[src/rtl/skew_bank_pkg.sv]
// rtl/skew_bank_pkg.sv - shared types and constants for the skewed tag bank controller
package skew_bank_pkg;

  typedef enum logic [1:0] {
    IDLE   = 2'd0,
    LOOKUP = 2'd1,
    INSERT = 2'd2,
    RESP   = 2'd3
  } state_t;

  localparam logic SIDE_LEFT  = 1'b0;
  localparam logic SIDE_RIGHT = 1'b1;

  localparam int STAT_WIDTH = 32;

  // Left bank takes priority when both banks report a hit.
  function automatic logic hit_side(input logic left_hit, input logic right_hit);
    if (left_hit) begin
      return SIDE_LEFT;
    end
    return right_hit ? SIDE_RIGHT : SIDE_LEFT;
  endfunction

endpackage

[src/rtl/skew_bank_stats.sv]
// rtl/skew_bank_stats.sv - saturating lookup/hit/insert event counters
module skew_bank_stats
  import skew_bank_pkg::*;
(
  input  logic                  clk,
  input  logic                  rst,
  input  logic                  lookup_inc_i,
  input  logic                  hit_inc_i,
  input  logic                  insert_inc_i,
  output logic [STAT_WIDTH-1:0] stat_lookups_o,
  output logic [STAT_WIDTH-1:0] stat_hits_o,
  output logic [STAT_WIDTH-1:0] stat_inserts_o
);

  logic [STAT_WIDTH-1:0] lookups_q, lookups_d;
  logic [STAT_WIDTH-1:0] hits_q, hits_d;
  logic [STAT_WIDTH-1:0] inserts_q, inserts_d;

  // Each counter sticks at all-ones instead of wrapping.
  always_comb begin
    lookups_d = lookups_q;
    hits_d    = hits_q;
    inserts_d = inserts_q;
    if (lookup_inc_i && (lookups_q != '1)) begin
      lookups_d = lookups_q + 1'b1;
    end
    if (hit_inc_i && (hits_q != '1)) begin
      hits_d = hits_q + 1'b1;
    end
    if (insert_inc_i && (inserts_q != '1)) begin
      inserts_d = inserts_q + 1'b1;
    end
  end

  // Counter state, cleared by the asynchronous reset.
  always_ff @(posedge clk or negedge rst) begin
    if (!rst) begin
      lookups_q <= '0;
      hits_q    <= '0;
      inserts_q <= '0;
    end else begin
      lookups_q <= lookups_d;
      hits_q    <= hits_d;
      inserts_q <= inserts_d;
    end
  end

  assign stat_lookups_o = lookups_q;
  assign stat_hits_o    = hits_q;
  assign stat_inserts_o = inserts_q;

endmodule

[src/rtl/skew_bank_ctrl.sv]
// rtl/skew_bank_ctrl.sv - lookup/insert controller for a left/right skewed tag bank pair (optional counters: SKEW_BANK_STATS_EN)
module skew_bank_ctrl
  import skew_bank_pkg::*;
#(
  parameter int WIDTH       = 64,
  parameter int TAG_WIDTH   = 12,
  parameter int INDEX_WIDTH = 6
) (
  input  logic             clk,
  input  logic             rst,
  input  logic             req_valid_i,
  output logic             req_ready_o,
  input  logic [WIDTH-1:0] req_addr_i,
  input  logic             req_insert_i,
  output logic             resp_valid_o,
  input  logic             resp_ready_i,
  output logic             resp_hit_o,
  output logic             resp_side_o,
  output logic             bank_read_o,
  output logic [WIDTH-1:0] bank_addr_o,
  output logic             bank0_write_o,
  output logic             bank1_write_o,
  output logic [WIDTH-1:0] bank_wdata_o,
  input  logic             bank0_hit_i,
  input  logic             bank1_hit_i
`ifdef SKEW_BANK_STATS_EN
  ,
  output logic [STAT_WIDTH-1:0] stat_lookups_o,
  output logic [STAT_WIDTH-1:0] stat_hits_o,
  output logic [STAT_WIDTH-1:0] stat_inserts_o
`endif
);

  // The bank geometry only travels to the bank instances; reject shapes that cannot fit the address.
  if ((TAG_WIDTH > WIDTH) || (INDEX_WIDTH > WIDTH)) begin : g_geometry_check
    $error("skew_bank_ctrl: TAG_WIDTH/INDEX_WIDTH exceed WIDTH");
  end

  state_t           state_q, state_d;
  logic [WIDTH-1:0] addr_q, addr_d;
  logic             insert_q, insert_d;
  logic             rr_ptr_q, rr_ptr_d;
  logic             hit_q, hit_d;
  logic             side_q, side_d;
  logic             any_hit;

  assign any_hit = bank0_hit_i | bank1_hit_i;

  // Next-state and response capture: one LOOKUP cycle, an optional INSERT cycle, then hold RESP until taken.
  always_comb begin
    state_d  = state_q;
    addr_d   = addr_q;
    insert_d = insert_q;
    rr_ptr_d = rr_ptr_q;
    hit_d    = hit_q;
    side_d   = side_q;
    case (state_q)
      IDLE: begin
        if (req_valid_i) begin
          addr_d   = req_addr_i;
          insert_d = req_insert_i;
          hit_d    = 1'b0;
          side_d   = SIDE_LEFT;
          state_d  = LOOKUP;
        end
      end
      LOOKUP: begin
        hit_d  = any_hit;
        side_d = hit_side(bank0_hit_i, bank1_hit_i);
        if (!any_hit && insert_q) begin
          state_d = INSERT;
        end else begin
          state_d = RESP;
        end
      end
      INSERT: begin
        // The victim side is reported, and the pointer only moves on a real write.
        hit_d    = 1'b0;
        side_d   = rr_ptr_q;
        rr_ptr_d = ~rr_ptr_q;
        state_d  = RESP;
      end
      RESP: begin
        if (resp_ready_i) begin
          state_d = IDLE;
        end
      end
      default: begin
        state_d = IDLE;
      end
    endcase
  end

  // Controller state; reset drops any in-flight request without a response.
  always_ff @(posedge clk or negedge rst) begin
    if (!rst) begin
      state_q  <= IDLE;
      addr_q   <= '0;
      insert_q <= 1'b0;
      rr_ptr_q <= 1'b0;
      hit_q    <= 1'b0;
      side_q   <= 1'b0;
    end else begin
      state_q  <= state_d;
      addr_q   <= addr_d;
      insert_q <= insert_d;
      rr_ptr_q <= rr_ptr_d;
      hit_q    <= hit_d;
      side_q   <= side_d;
    end
  end

  // Strobes decode straight from state so the asynchronous reset removes them at once.
  // addr_q only changes on the accept edge, so the bank address holds its last value outside LOOKUP.
  assign req_ready_o   = (state_q == IDLE);
  assign bank_read_o   = (state_q == LOOKUP);
  assign bank_addr_o   = addr_q;
  assign bank0_write_o = (state_q == INSERT) && (rr_ptr_q == SIDE_LEFT);
  assign bank1_write_o = (state_q == INSERT) && (rr_ptr_q == SIDE_RIGHT);
  assign bank_wdata_o  = addr_q;
  assign resp_valid_o  = (state_q == RESP);
  assign resp_hit_o    = (state_q == RESP) && hit_q;
  assign resp_side_o   = (state_q == RESP) && side_q;

`ifdef SKEW_BANK_STATS_EN
  skew_bank_stats u_stats (
    .clk            (clk),
    .rst            (rst),
    .lookup_inc_i   (state_q == LOOKUP),
    .hit_inc_i      ((state_q == LOOKUP) && any_hit),
    .insert_inc_i   (state_q == INSERT),
    .stat_lookups_o (stat_lookups_o),
    .stat_hits_o    (stat_hits_o),
    .stat_inserts_o (stat_inserts_o)
  );
`endif

endmodule
[config.mk]
export PLATFORM = sky130hd
export DESIGN_NAME = skew_bank_ctrl
export DESIGN_NICKNAME = d
export VERILOG_FILES = /design/src/rtl/skew_bank_pkg.sv /design/src/rtl/skew_bank_stats.sv /design/src/rtl/skew_bank_ctrl.sv
export SDC_FILE = /design/constraint.sdc
export NUM_CORES = 1
export LEC_CHECK = 0
export ABC_CLOCK_PERIOD_IN_PS = 1850
export CAP_MARGIN = 20
export CORE_MARGIN = 4
export CORE_UTILIZATION = 38
export CTS_CLUSTER_SIZE = 16
export DETAILED_ROUTE_END_ITERATION = 10
export GPL_TIMING_DRIVEN = 1
export PLACE_DENSITY = 0.86
export SLEW_MARGIN = 15
export SYNTH_ARGS = -nofsm -noshare
export SYNTH_HDL_FRONTEND = slang
export SYNTH_SLANG_ARGS = --single-unit
[constraint.sdc]
create_clock -name clk -period 1.85 [get_ports clk]
set_clock_uncertainty 0.05 [all_clocks]
set_input_delay 0.555 -clock clk [delete_from_list [all_inputs] [get_ports clk]]
set_output_delay 0.555 -clock clk [all_outputs]
set_load 0.02 [all_outputs]
Word level (Yosys, flattened, before mapping)
Cells that the tools add are included.
Widths: inputs -> output; s select.
Word-level totals
  latch bits: 0
  memory bits (writable): 0
  memories kept: 0
  flip-flop bits (word level): 70
  output and inout port bits: 135
  memory bits (read-only): 0
Operators by class
  div/mod/pow operators: 0
  mux-type cells: 12
  $add $sub $neg: 0
  equality and inequality tests: 5
  reductions and logical operators: 11
  shift-type cells: 0
  bitwise operators: 2
  $lt $le $gt $ge: 0
  multipliers: 0
Operators with widths (count)
  $pmux 2 s4: 1
  $mux 1: 7
  $pmux 1 s3: 2
  $reduce_and 2->1: 3
  $logic_and 1x1->1: 5
  $eq 2x2->1 const B: 2
  $mux 2: 2
  $reduce_bool 3->1: 1
  $eq 2x1->1 const B: 1
  $logic_not 2->1: 1
  $ne 2x1->1 const B: 1
  $ne 2x2->1 const B: 1
  $logic_not 1->1: 1
  $not 1->1: 1
  $or 1x1->1: 1

Logic depth before layout (Yosys ltp)
Gate-level depths: netlist of the first run.
  depth after elaboration: 5
  gate-level depth with buffers: 6
  depth with buffers taken out: 5

Least setup slack after synthesis of the first run
No wires, ideal clock.
  path kind: register to register
  start: register state_q[0]
  end: register addr_q[0] (netlist: bank_addr_o[0])
  slack: 156 ps
  arrival time: 1519 ps
  data required time: 1675 ps
  stages on the path, launching flop included: 7
  period minus slack after synthesis: 1694 ps
  path through: dfrtp_1 > inv_1 > ha_1 > nand2_1 > buf_6 > buf_6 > mux2_4
On the way
  word-level cells in the longest chain between the ends: 2
Ends and longest elaborated chain
  start: declaration: RTL line skew_bank_ctrl.sv:39  | state_t state_q, state_d;
  start signal: assignment: RTL line skew_bank_ctrl.sv:104  | state_q <= state_d;
  $logic_not 2->1
  net req_ready_o: RTL line skew_bank_ctrl.sv:12  | output logic req_ready_o,
  $reduce_and 2->1 (no line)
  end signal: assignment: RTL line skew_bank_ctrl.sv:105  | addr_q <= addr_d;
  end: declaration: RTL line skew_bank_ctrl.sv:40  | logic [WIDTH-1:0] addr_q, addr_d;
The timed path passes the listed nets, and every way through them passes these cells.
A chain may end at the register's enable or synchronous reset.

Worst setup path after layout of the first run
  start: register state_q[0]
  end: output bank0_write_o
On the way
  word-level cells in the longest chain between the ends: 2
Ends and longest elaborated chain
  $eq 2x2->1: RTL line skew_bank_ctrl.sv:118  | assign bank0_write_o = (state_q == INSERT) && (rr_ptr_q == SIDE_LEFT);
  $logic_and 1x1->1: RTL line skew_bank_ctrl.sv:118
  end: declaration: RTL line skew_bank_ctrl.sv:21  | output logic bank0_write_o,
Every way passes these cells.

==> results of run 1 <==
## flip-flops by register name (all words and copies together), names as in the netlist
name and count:
bank_addr_o 64, hit_q 1, insert_q 1, rr_ptr_q 1, side_q 1, state_q 2
## kinds of logic after synthesis
logic type	Yosys count	share of synthesized area
flip-flops	70	0.510
buffers and inverters	75	0.166
adder cells (fa/ha/maj)	4	0.0146
XOR/XNOR	1	0.00255
AO/OA/AOI/OAI	11	0.0208
AND/OR/NAND/NOR	10	0.0182
multiplexers	65	0.268
## repair_timing
| action | 4_1_cts | 5_1_grt |
|---|---|---|
| hold endpoints to repair | 0 | 0 |
| gates resized for setup | 166 | 12 |
| setup endpoints to repair | 135 | 8 |
## final cells by class
cell class	instances	area [um^2]
well taps	108	135
inverters	4	15.0
flip-flops and latches	70	1750
repair buffers	216	2000
clock inverters	6	38.8
multi-input cells	91	1170
clock buffers	10	128
fillers	770	3520
## stage by stage
stage	power [mW]	instance area [um^2]	setup WS, ns	instances	hold WS, ns
after floorplan	7.48	3430	0.156	236	0.209
after global placement	9.99	5190	-0.138	489	0.429
after detailed placement	10.1	5190	-0.139	489	0.436
after CTS	10.2	5190	-0.0493	505	0.183
after global routing	10.7	5240	-0.120	505	0.183
final	10.1	5240	-0.0265	505	0.153
## how the worst max path moves through the flow
stage	start	to	slack (ns)	cells past startpoint
after global routing	state_q[0]	bank0_write_o	-0.12	4
after CTS	state_q[0]	bank0_write_o	-0.05	4
final	state_q[0]	bank0_write_o	-0.03	4
after global placement	state_q[0]	bank1_write_o	-0.14	4
after floorplan	state_q[0]	bank_addr_o[0]	0.16	6
after detailed placement	state_q[0]	bank0_write_o	-0.14	4
## power by group
part / internal [mW] / switching [mW]
sequential: 2.33 / 0.616
combinational: 2.92 / 3.22
clock: 0.481 / 0.558
## per-layer routing
layer  wire length (um)  global-route usage  part of all wire
met1               3190               0.177              0.38
met2               4250               0.260              0.50
met3                958              0.0663              0.11
met4                 51              0.0359            0.0060
met5                  0                   0                 0
## cells in the final DEF (no fill, tap or decap), drive strengths merged
cell           synthesis  layout
nand2                  1       1
clkinv                 0       4
buf                   71      19
a41oi                  1       1
clkbuf                 0      10
dfrtp                 70      70
a31oi                  1       1
clkdlybuf4s50          0      69
ha                     4       4
and3b                  1       1
or2                    1       1
a21oi                  1       1
dlygate4sd2            0     128
and2                   3       3
o21ai                  4       4
inv                    4       4
a31o                   1       1
clkinvlp               0       2
o31ai                  3       3
xor2                   1       1
nor2b                  2       2
nand2b                 2       2
mux2                  65      65
==> impl_metrics.ini, run 1 <==
[cts]
clockBufferDepth = 2
clk_latency_ns = 0.33
clk_pin_slew_ns = 0.08
cts_tree = done
htreeDepth = 3
cts_hold_buf = 0
cts_made_buffers = 9
post-cts-setup-buffers = 0
clock-sinks = 70
cts-root-buf = clkbuf_8

[routing]
drtAntennaViolNets = 0
dr.pass1.iters = 4
routed-via-count = 2309
vias_per_cell = 4.57
wl_um = 8460
drt_iter0_markers = 17
wl_per_cell_um = 16.7
drcViolationCount = 0

[pwr]
p_leak_nw = 2.63
peakVddDrop_mv = 0.999
power_density_nw_per_um2 = 1930

[logic_synthesis]
ys_ff_latch = 70
post-synth-top-count-cell = dfrtp_1
syn_avg_cell_area_um2 = 14.5
async_flop_share = 1.00
yosysTopAreaCellShare = 0.510
synth-edff-count = 0
yosys_warnings = 0
yosysUniqueCellTypes = 21
ys_top_cells_by_count = dfrtp_1 (70), buf_4 (64), mux2_4 (50)
ys_seq_area_frac = 0.510
yosys-top-cells-area = dfrtp_1 (51%), mux2_4 (22%), buf_4 (14%)
netlist_area_um2 = 3430
syn_inst = 236
synth_flop_cell = dfrtp_1
synth_largest_area_cell = dfrtp_1
synth_fp_nets = 311

[sta]
min_period_over_period = 1.01
tightest_slew_ns = 0.383
final.setup.worst_slack_ns = -0.0265
fmax_mhz = 533
fin_tns_setup_ns = -0.0817
hold_viol_final = 0
rsz0062_at_grt = true
drv_slew = 0
finalCriticalPeriod_ns = 1.88
setup_viol_count_final = 5
slew_headroom = 0.744

[grt]
grt.total_usage = 0.152
antenna_found_initial = 0
grt_max_degree = 71
first_global_vias = 2454
grt_pass1_wl_um = 12400
overflow = 0

[finish]
final_util = 0.598
final_nets = 467
antennaDiodeCount = 0
drive_gt1_frac = 0.280
syn_to_final_growth_pct = 52.6

[setup_path]
r2r-start = state_q[0]
cpLargestDelayFamily = flip-flops
worstPathRequired_ns = 1.24
slowest_stage = dfrtp_1
crit_path_end_kind = primary output
r2r_slack_ns = 0.07
slowest_delay_ns = 0.42
path_cells = inv_2 > ha_4 > nor2b_4 > buf_6
setup.worst_path.class = reg -> out
path_buf_inv = 2
critPathLaunchType = register
worstPathArrival_ns = 1.27
critPathMaxFanout = 3
rr_worst_depth = 7
timing.rr.end = bank_addr_o[41]

[die]
die_y_um = 103
start_util = 0.392
dieWidth_um = 103
die_area_um2 = 10600
io_pins = 206
coreArea_um2 = 8760
row_count = 34

[status]
status = finished, violations left
violations = negative setup slack

[place]
routabilityCongestion = 0.824
hpwlAfterDp_um = 6500
numPortBuffers = 205

[run]
drv_cap = 0

[hold_path]
hp-class = in -> async
Note: power is estimated with default switching activity, not from simulation.
==> run 2: changes to the inputs <==
GPL_ROUTABILITY_DRIVEN = 0   (was unset)
MAX_ROUTING_LAYER = met4   (was unset)
==> run 2 against run 1 <==
Compared with the run above:
- the run still ends with negative setup slack left
- combinational power hardly changed
- clock power hardly changed
- register-to-register slack hardly changed
- sequential share of layout area stayed put
- global-route usage is 0.43 points higher
- hold slack better by 0.026 ns
- routed wire length is 0.18% lower
- count of clock-buffer cells in the layout stayed put
- via count is 0.17% lower
- critical path type unchanged
- critical endpoint unchanged
- largest power group unchanged
==> impl_metrics.ini, run 2 (synthesized netlist as in run 1, its figures left out) <==
[setup_path]
slowest_stage = dfrtp_1
rr_worst_depth = 7
setup.worst_path.end = bank0_write_o
path_cells = inv_2 > ha_4 > nor2b_4 > buf_6
setup.worst_path.class = reg -> out
worstPathRequired_ns = 1.24
crit_path_end_kind = primary output
worstPathArrival_ns = 1.27
r2r_slack_ns = 0.07
timing.rr.end = bank_addr_o[41]
r2r-start = state_q[0]
critPathLaunchType = register
crit_start = state_q[0]
slowest_delay_ns = 0.42
critPathMaxFanout = 3

[place]
dpl_worst_slack_ns = -0.139
numPortBuffers = 205
hpwlAfterDp_um = 6500
dp_cells = 489

[sta]
rsz0062_at_grt = true
slew_headroom = 0.752
drv_slew = 0
finalCriticalPeriod_ns = 1.87
whs_ns = 0.179
final.setup.worst_slack_ns = -0.0248
fin_tns_setup_ns = -0.0756
tightest_slew_ns = 0.372
hold_viol_final = 0
setup_viol_count_final = 4
min_period_over_period = 1.01
fmax_mhz = 533

[cts]
clk_pin_slew_ns = 0.08
cts_resized = 166
clk_latency_ns = 0.33
post-cts-setup-buffers = 0
cts_tree = done
cts_hold_buf = 0
cts-root-buf = clkbuf_8
clockBufferDepth = 2
htreeDepth = 3
cts_made_buffers = 9
clock-sinks = 70

[grt]
grt_pass1_wl_um = 12400
first_global_vias = 2459
overflow = 0
antenna_found_initial = 0
grt.total_usage = 0.157
grt_max_degree = 71

[finish]
antennaDiodeCount = 0
final_nets = 467
syn_to_final_growth_pct = 52.6
drive_gt1_frac = 0.280
largest_reg_flops = 64
layout_common_cells = dlygate4sd2_1 (128), dfrtp_1 (69), clkdlybuf4s50_1 (69)
final_common_cell = dlygate4sd2_1
stdcell_count = 505

[routing]
vias_per_cell = 4.56
wl_um = 8440
routed-via-count = 2305
drtAntennaViolNets = 0
dr.pass1.iters = 4
wl_per_cell_um = 16.7
drt_iter0_markers = 19
drcViolationCount = 0

[die]
die_y_um = 103
start_util = 0.392
coreArea_um2 = 8760
io_pins = 206
row_count = 34
die_area_um2 = 10600
dieWidth_um = 103

[pwr]
p_leak_nw = 2.63
power_density_nw_per_um2 = 1930
peakVddDrop_mv = 0.998

[run]
drv_cap = 0

[hold_path]
hp-class = in -> async

[status]
violations = negative setup slack
status = finished, violations left
[run 2: cell counts in the layout (fill, tap and decap cells not counted)]
Identical to the previous run, type by type.
[run 2: worst min-delay path by stage]
stage | slack [ns] | depth (start not counted) | endpoint
after floorplan | 0.21 | 0 | bank_addr_o[0]
after global placement | 0.43 | 1 | rr_ptr_q
after detailed placement | 0.44 | 1 | rr_ptr_q
after CTS | 0.18 | 2 | bank_addr_o[27]
after global routing | 0.19 | 2 | bank_addr_o[27]
final | 0.18 | 2 | bank_addr_o[27]
[run 2: cell type report]
cell class,count,area (um^2)
clock buffers,10,128
clock inverters,6,38.8
fillers,770,3520
inverters,4,15.0
multi-input cells,91,1170
flip-flops and latches,70,1750
well taps,108,135
repair buffers,216,2000
[run 2: routing by layer]
metal	global-route usage	up-vias	wire, um
li1	-	1041	-
met1	0.183	1129	3240
met2	0.260	126	4270
met3	0.0447	9	833
met4	0.0508	0	95
met5	-	-	0
[run 2: critical path, delay by kind of cell, from the launching register on]
family,cells,cell delay (ns)
fa+ha+maj,1,0.15
buf+inv,2,0.22
simple gates,1,0.15
flops,1,0.42
[run 2: power by group]
group | switching, mW | internal (mW) | total [mW] | leakage, nW
logic | 3.22 | 2.92 | 6.14 | 1.72
registers | 0.617 | 2.33 | 2.95 | 0.830
clock network | 0.552 | 0.481 | 1.03 | 0.0820
total | 4.39 | 5.73 | 10.1 | 2.63
[run 2: through the flow]
step	util	total power, mW	cell area (um^2)
5_1_grt	0.598	10.7	5240
2_1_floorplan	-	7.48	3430
3_3_place_gp	0.592	9.99	5190
3_5_place_dp	0.592	10.1	5190
6_report	0.598	10.1	5240
4_1_cts	0.592	10.2	5190
